$ cat src/rtl/alu_seq_pkg.sv
// Shared types and constants for the alu_seq_ctrl program sequencer.
package alu_seq_pkg;

  localparam int ALU_DW = 4;

  typedef enum logic {
    ST_IDLE = 1'b0,
    ST_RUN  = 1'b1
  } state_e;

  localparam logic [1:0] OP_AND = 2'b00;
  localparam logic [1:0] OP_OR  = 2'b01;
  localparam logic [1:0] OP_XOR = 2'b10;
  localparam logic [1:0] OP_ADD = 2'b11;

  typedef struct packed {
    logic [1:0]        op;
    logic [ALU_DW-1:0] data;
  } instr_t;

  function automatic int ptr_w(input int depth);
    return $clog2(depth);
  endfunction

endpackage

$ cat src/rtl/alu_seq_progmem.sv
// Program store: DEPTH x W register file, one synchronous write port and
// one asynchronous read port, cleared to zero by reset.
module alu_seq_progmem #(
  parameter int DEPTH = 8,
  parameter int W     = 6,
  parameter int AW    = $clog2(DEPTH)
) (
  input  logic          clk,
  input  logic          rst,
  input  logic          we,
  input  logic [AW-1:0] waddr,
  input  logic [W-1:0]  wdata,
  input  logic [AW-1:0] raddr,
  output logic [W-1:0]  rdata
);

  logic [W-1:0] mem_q [DEPTH];
  logic [W-1:0] mem_d [DEPTH];

  always_comb begin
    // NOTE: the whole array gets a default copy first so no slot can infer a latch.
    mem_d = mem_q;
    if (we) mem_d[waddr] = wdata;
  end

  // NOTE: the slots carry an async reset so an unprogrammed run reads zeros;
  // state flops take non-blocking assignments so every flop samples pre-edge values.
  always_ff @(posedge clk or posedge rst) begin
    if (rst) begin
      for (int i = 0; i < DEPTH; i++) mem_q[i] <= '0;
    end else begin
      mem_q <= mem_d;
    end
  end

  assign rdata = mem_q[raddr];

endmodule

$ cat src/rtl/alu_seq_ctrl.sv
// Program sequencer feeding op/operand/hold to the 4-bit ALU datapath.
// Optional carry-stop early termination: define ALU_SEQ_CARRY_STOP_EN.
module alu_seq_ctrl
  import alu_seq_pkg::*;
#(
  parameter int DEPTH = 8,
  parameter int DW    = 4
) (
  input  logic          clk,
  input  logic          rst,
  input  logic          cfg_valid,
  output logic          cfg_ready,
  input  logic [1:0]    cfg_op,
  input  logic [DW-1:0] cfg_data,
  input  logic          cfg_last,
  input  logic          start,
  output logic          busy,
  output logic          done,
  output logic          early,
  output logic [1:0]    alu_op,
  output logic [DW-1:0] alu_data,
  output logic          alu_hold,
  input  logic          alu_carry
);

  localparam int AW = ptr_w(DEPTH);
  localparam int LW = AW + 1;
  localparam int IW = 2 + DW;

  state_e        state_q, state_d;
  logic [AW-1:0] wr_ptr_q, wr_ptr_d;
  logic [AW-1:0] pc_q, pc_d;
  logic [LW-1:0] len_q, len_d;
  logic          full_q, full_d;
  logic          ran_q, ran_d;
  logic          busy_q, busy_d;
  logic          done_q, done_d;
  logic          early_q, early_d;
  logic          hold_q, hold_d;
  logic [1:0]    op_q, op_d;
  logic [DW-1:0] data_q, data_d;

  logic          mem_we;
  logic [AW-1:0] mem_raddr;
  logic [AW-1:0] wr_addr;
  logic [IW-1:0] mem_rdata;
  logic [1:0]    rd_op;
  logic [DW-1:0] rd_data;
  logic          cfg_ok;
  logic          last_slot;
  logic          stop;

  alu_seq_progmem #(
    .DEPTH (DEPTH),
    .W     (IW),
    .AW    (AW)
  ) u_progmem (
    .clk   (clk),
    .rst   (rst),
    .we    (mem_we),
    .waddr (wr_addr),
    .wdata ({cfg_op, cfg_data}),
    .raddr (mem_raddr),
    .rdata (mem_rdata)
  );

  assign rd_op   = mem_rdata[IW-1 -: 2];
  assign rd_data = mem_rdata[DW-1:0];

  // After a completed run the next write starts a fresh program at slot 0.
  assign wr_addr   = ran_q ? '0 : wr_ptr_q;
  assign cfg_ok    = (state_q == ST_IDLE) && !full_q && !start;
  assign last_slot = (LW'(pc_q) == (len_q - LW'(1)));

`ifdef ALU_SEQ_CARRY_STOP_EN
  logic last_add_q, last_add_d;

  assign last_add_d = (state_q == ST_RUN) && (op_q == OP_ADD);
  // Carry seen right after an ADD squashes the slot on the bus this cycle.
  assign stop       = (state_q == ST_RUN) && last_add_q && alu_carry;

  always_ff @(posedge clk or posedge rst) begin
    if (rst) last_add_q <= 1'b0;
    else     last_add_q <= last_add_d;
  end
`else
  logic unused_carry;

  assign unused_carry = alu_carry;
  assign stop         = 1'b0;
`endif

  always_comb begin
    state_d   = state_q;
    wr_ptr_d  = wr_ptr_q;
    len_d     = len_q;
    pc_d      = pc_q;
    full_d    = full_q;
    ran_d     = ran_q;
    early_d   = early_q;
    busy_d    = 1'b0;
    done_d    = 1'b0;
    hold_d    = 1'b1;
    op_d      = '0;
    data_d    = '0;
    mem_we    = 1'b0;
    mem_raddr = '0;
    case (state_q)
      ST_IDLE: begin
        if (start && (len_q != '0)) begin
          state_d = ST_RUN;
          pc_d    = '0;
          early_d = 1'b0;
          busy_d  = 1'b1;
          hold_d  = 1'b0;
          op_d    = rd_op;
          data_d  = rd_data;
        end else if (cfg_valid && cfg_ok) begin
          mem_we   = 1'b1;
          wr_ptr_d = wr_addr + AW'(1);
          ran_d    = 1'b0;
          if (ran_q) len_d = '0;
          if (cfg_last || (wr_addr == AW'(DEPTH - 1))) begin
            full_d = 1'b1;
            len_d  = LW'(wr_addr) + LW'(1);
          end
        end
      end
      ST_RUN: begin
        mem_raddr = pc_q + AW'(1);
        if (stop || last_slot) begin
          state_d = ST_IDLE;
          done_d  = 1'b1;
          full_d  = 1'b0;
          ran_d   = 1'b1;
          early_d = stop;
        end else begin
          pc_d   = pc_q + AW'(1);
          busy_d = 1'b1;
          hold_d = 1'b0;
          op_d   = rd_op;
          data_d = rd_data;
        end
      end
      default: state_d = ST_IDLE;
    endcase
  end

  always_ff @(posedge clk or posedge rst) begin
    if (rst) begin
      state_q  <= ST_IDLE;
      wr_ptr_q <= '0;
      len_q    <= '0;
      pc_q     <= '0;
      full_q   <= 1'b0;
      ran_q    <= 1'b0;
      busy_q   <= 1'b0;
      done_q   <= 1'b0;
      early_q  <= 1'b0;
      hold_q   <= 1'b1;
      op_q     <= '0;
      data_q   <= '0;
    end else begin
      state_q  <= state_d;
      wr_ptr_q <= wr_ptr_d;
      len_q    <= len_d;
      pc_q     <= pc_d;
      full_q   <= full_d;
      ran_q    <= ran_d;
      busy_q   <= busy_d;
      done_q   <= done_d;
      early_q  <= early_d;
      hold_q   <= hold_d;
      op_q     <= op_d;
      data_q   <= data_d;
    end
  end

  assign cfg_ready = cfg_ok;
  assign busy      = busy_q;
  assign done      = done_q;
  assign early     = early_q;
  assign alu_op    = op_q;
  assign alu_data  = data_q;
  assign alu_hold  = hold_q | stop;

endmodule

$ cat config.mk
export PLATFORM = sky130hd
export DESIGN_NAME = alu_seq_ctrl
export DESIGN_NICKNAME = d
export VERILOG_FILES = /design/src/rtl/alu_seq_pkg.sv /design/src/rtl/alu_seq_progmem.sv /design/src/rtl/alu_seq_ctrl.sv
export SDC_FILE = /design/constraint.sdc
export NUM_CORES = 1
export LEC_CHECK = 0
export BUFFER_PORTS_ARGS = -buffer_cell sky130_fd_sc_hd__buf_2
export CAP_MARGIN = 20
export CORE_ASPECT_RATIO = 1.25
export CORE_MARGIN = 5
export CORE_UTILIZATION = 54
export CTS_CLUSTER_DIAMETER = 100
export CTS_CLUSTER_SIZE = 14
export DETAILED_ROUTE_END_ITERATION = 10
export GPL_ROUTABILITY_DRIVEN = 0
export HOLD_SLACK_MARGIN = 0.06
export PLACE_DENSITY = 0.75
export SLEW_MARGIN = 10
export SYNTH_ARGS = -nofsm -noshare
export SYNTH_HDL_FRONTEND = slang
export SYNTH_SLANG_ARGS = --single-unit
$ cat constraint.sdc
create_clock -name clk -period 2 [get_ports clk]
set_clock_uncertainty 0.15 [all_clocks]
set_input_delay 0.2 -clock clk [delete_from_list [all_inputs] [get_ports clk]]
set_output_delay 0.2 -clock clk [all_outputs]
set_load 0.01 [all_outputs]
After elaboration in Yosys (flattened, before gate mapping)
Index checks and enable logic that the tools add are counted.
{"block": "word_totals", "in_bits": 12, "output_inout_bits": 11, "register_bits": 70}
{"block": "classes", "eq_ne": 8, "reduce_logical": 16, "magnitude_cmp": 3, "n_mux": 40, "addsub": 4, "bitwise": 4}
{"op": "bitwise mux 48 bit", "n": 1}
{"op": "binary-select mux 6 bit (select 3 bit)", "n": 1}
{"op": "demux 6 bit (select 3 bit)", "n": 1}
{"op": "2-to-1 mux 6 bit", "n": 3}
{"op": "2-to-1 mux 1 bit", "n": 16}
{"op": "2-to-1 mux 4 bit", "n": 4}
{"op": "2-to-1 mux 3 bit", "n": 4}
{"op": "one-hot mux 1 bit (2 select lines)", "n": 5}
{"op": "greater-or-equal comparator 4 bit (second input constant)", "n": 2}
{"op": "!= test 2 x 1 -> 1 bit (second input constant)", "n": 4}
{"op": "inverter 3 -> 4 bit", "n": 2}
{"op": "one-hot mux 4 bit (2 select lines)", "n": 1}
{"op": "AND reduction 4 bit", "n": 2}
{"op": "adder 3 x 1 -> 3 bit (second input constant)", "n": 2}
{"op": "one-hot mux 3 bit (2 select lines)", "n": 1}
{"op": "AND reduction 3 bit", "n": 2}
{"op": "logical AND 1 bit", "n": 5}
{"op": "adder 3 x 1 -> 4 bit (second input constant)", "n": 1}
{"op": "== test 3 x 4 -> 1 bit", "n": 1}
{"op": "less-than comparator 4 x 1 -> 1 bit (second input constant)", "n": 1}
{"op": "2-to-1 mux 2 bit", "n": 2}
{"op": "!= test 2 bit (second input constant)", "n": 2}
{"op": "one-hot mux 2 bit (2 select lines)", "n": 1}
{"op": "AND reduction 2 bit", "n": 2}
{"op": "7 further kinds", "n": 9}

Depth between registers and ports, before layout
{"block": "depth", "word_depth": 8, "ltp_mapped": 8}

Hierarchy
A second synthesis with hierarchy kept.
{"block": "hier_totals", "hier_cells": 224, "area_unflattened_um2": 3278.1}
{"module": "alu_seq_progmem", "area_per_inst_um2": 2268.4, "seq_area_each_um2": 1201.2, "cells_each": 133, "n_inst": 1}
{"module": "alu_seq_ctrl", "area_per_inst_um2": 1009.7, "seq_area_each_um2": 526.8, "cells_each": 91, "n_inst": 1}

Least setup slack after synthesis
Ideal clock, no wire load.
{"block": "synth_timing", "path_type": "register -> register", "from": "register busy (netlist name)", "to": "register u_progmem.mem_q[18] (netlist name)", "setup_slack_ns": -0.159, "n_path_buf": 1, "setup_ns": 0.125, "required_time_ns": 1.725, "t_arrival_ns": 1.884, "path_stages_with_launch": 5, "path_cell_list": "dfrtp_1 or4b_1 buf_2 nor4_4 mux2_2"}
{"item": "end signal, assigned", "line": "alu_seq_progmem.sv:32", "rtl": "mem_q <= mem_d;"}
{"item": "end, declared", "line": "alu_seq_progmem.sv:17", "rtl": "logic [W-1:0] mem_q [DEPTH];"}

==> results by group <==
Status
  • Run status: finished, violations left
  • Violated checks: negative setup slack

Run
  • Max-Cap Viols: 0

Synth
  • Yosys Warn Count: 0
  • Flops & latches, synth: 69
  • Largest cells by area after synthesis: dfrtp_1, mux2_2, mux2_4
  • Ys flop type: dfrtp_1
  • Post-synth EDFFs: 0
  • Synth top area share: between 50% and 60%
  • Syn Inst Count: around 260
  • Synthesized area per cell: 12.8 um2
  • Synth area leader: dfrtp_1
  • Post-synth ARST share: 100%
  • Synthesized area: between 3000 and 4000 um2
  • Netlist cell types: 44
  • Sequential share of the synthesized area: between 50 and 60%
  • Post-Syn Nets: roughly 270

Global route
  • Grt total ovfl: 0
  • Tot GR Track Use: slightly above 20%
  • Initial antenna violation count: 0
  • Pin count of the biggest net entering global routing: 43
  • Vias in the first global route: 2458
  • First-pass GRT wire length: 12.1 mm

Power
  • Power Dens Cells: roughly 1500 nW/um2
  • Leakage power: 2.07 nW
  • Peak VDD IR: between 0.7 and 0.8 mV
  • Tot Pwr: ~0.0062 W

CTS
  • Worst skew pair latency: approximately 0.36 ns
  • Htree depth: 3
  • CTS root buffer: clkbuf_8
  • CTS tree: built
  • Clk sinks: 69
  • Clock slew at reported path FFs: ~0.07 ns
  • Clock buffer depth: 2
  • CTS buffer count: 9

Worst setup path
  • Kind of critical path: flop to flop
  • Worst reg2reg setup slack: -0.05 ns
  • Reg2Reg Depth: 5
  • Capturing point of the worst reg2reg path: u_progmem.mem_q[20]
  • Crit path DAT: approximately 2.1 ns
  • Worst path slowest cell: or4b_4
  • Worst path cell trace: or4b_4, buf_6, nor4_4, buf_6, mux2_4
  • Cell mode on critical path: buf_6
  • Critical path endpoint category: flop
  • CP Launch Type: flop
  • Critical Path Fanout Max: 6
  • RR Startpoint: busy
  • CP max stage delay: 0.54 ns
  • WP data required: about 2.1 ns

Floorplan
  • Die X: roughly 80 um
  • Placement row count: 31
  • Chip Height: 97.2 um
  • Core ar.: 5860 um2
  • IO Count: 23
  • Die area: 7750 um2
  • Initial Util: between 50 and 60%

Timing
  • Total negative setup slack: -0.332 ns
  • Fin. Hold Viols: 0
  • Finish-stage setup viols: 12
  • RSZ-0062 raised after global routing: true
  • Peak Freq: 487 MHz
  • Worst hold slack: 0.181 ns
  • Tcrit/Tclk final: 103%
  • Setup ws final: -0.0539 ns
  • Max Slew Vio Count: 0
  • Min cycle time layout: around 2 ns

Final layout
  • Post-route cell area: roughly 4200 um2
  • Nets: around 340
  • Diodes inserted: 0
  • Share of layout cells above drive strength 1: about 47%
  • Syn-to-layout area delta: 28.8%
  • Final Core Density: around 70%

Routing
  • Final WL: about 7.6 mm
  • DR vias/cell: around 5.6
  • First drt pass iteration count: 4
  • DRC: 0
  • Routed WL per cell: 18.8 um
  • Vias post-DR: 2285
  • DR iter-0 viols: about 140
  • DRT antenna net count: 0

Place
  • Placed Area: 3700 um2
  • HPWL Detailed: slightly above 5 mm
  • Port Buffers: 20

Hold path
  • Hold crit path type: input pin to async pin
## flip-flops by register name (all words and copies together), names as in the netlist, 2 cells and up
signal / flops
alu_op: 2
pc_q: 3
u_progmem.mem_q: 48
len_q: 4
wr_ptr_q: 3
alu_data: 4
## stage by stage
step	worst slack (ns)	std cells
after CTS	-0.0413	403
after floorplan	-0.0746	257
final	-0.0539	405
after detailed placement	-0.121	376
after global routing	-0.0770	405
after global placement	-0.0760	376
## Yosys cell counts, types with 2 or more instances
cell type,number
mux2_2,48
o21ai_0,3
nor2b_1,2
o32ai_1,6
and3_1,6
clkbuf_1,12
nand2b_1,3
dfrtp_1,68
mux2_4,6
a21boi_0,5
inv_1,8
a22o_1,10
a211oi_1,6
nor2_1,9
nor3_4,2
o31ai_1,2
buf_2,2
ha_1,5
nand4_1,3
nand2_1,16
o2bb2ai_1,2
xor2_1,4
nor3_1,3
mux2i_1,6
## worst max-delay path by stage
stage | end | start | slack (ns)
3_3_place_gp | u_progmem.mem_q[8] | full_q | -0.08
2_1_floorplan | u_progmem.mem_q[18] | full_q | -0.07
5_1_grt | u_progmem.mem_q[22] | busy | -0.08
4_1_cts | u_progmem.mem_q[20] | full_q | -0.04
3_5_place_dp | u_progmem.mem_q[22] | full_q | -0.12
6_report | u_progmem.mem_q[20] | busy | -0.05
## what timing repair did
item / CTS / global route
resized for setup: 18 / 26
setup buffers: 3 / 3
pin swaps: 4 / 7
gates cloned: 0 / 1
endpoints found under the hold margin: 98 / 0
endpoints found under the setup margin: 38 / 43
hold buffers: 8 / 0
## area by class of cell
cell class,instances,area (um2)
Fill cell,395,1630
Multi-Input combinational cell,165,1640
Inverter,8,33.8
Timing Repair Buffer,65,507
Clock buffer,10,128
Clock inverter,6,88.8
Tap cell,82,103
Sequential cell,69,1730
## power breakdown
group	switching (W)	leakage [nW]	internal, W
registers	0.000249	0.903	0.00181
logic	0.00148	1.06	0.00146
clock network	0.000539	0.102	0.000701
total	0.00227	2.07	0.00397
## cell families (layout without fill, tap and decap cells)
logic type / Yosys count / in the layout / synth area share, %
adder cells (fa/ha/maj): 5 / 5 / 1.91
flip-flops: 69 / 69 / 52.6
AO/OA/AOI/OAI: 40 / 40 / 9.61
XOR/XNOR: 5 / 5 / 1.75
buffers and inverters: 23 / 89 / 2.82
AND/OR/NAND/NOR: 54 / 54 / 10.1
multiplexers: 60 / 60 / 21.0
other: 1 / 1 / 0.114
## metal layers
metal  up-vias  GRT usage, %  share of wire, %
li1       1060             -                 -
met1      1133          25.1                40
met2        71          33.4                51
met3        21          4.92               5.2
met4         0          10.3               3.5
met5         -             0                 0
## critical path: cells and delay by family, from the launching register on
family	cells	cell delay, ns
buffers and inverters	2	0.34
DFF	1	0.43
muxes	1	0.31
and+or+nand+nor	2	0.70
## layout by cell type (no fill, tap or decap), drive strengths merged, types with 3 or more instances in the layout
cell type / count
a22o: 10
nand2: 16
ha: 5
a211oi: 6
and3: 6
buf: 57
dfrtp: 68
o32ai: 6
mux2i: 6
inv: 7
nor3: 5
nand4: 3
clkinvlp: 3
xor2: 4
nor2: 9
dlygate4sd3: 8
nand2b: 3
clkbuf: 10
a21boi: 5
o21ai: 4
mux2: 54
(Power assumes the default switching activity.)
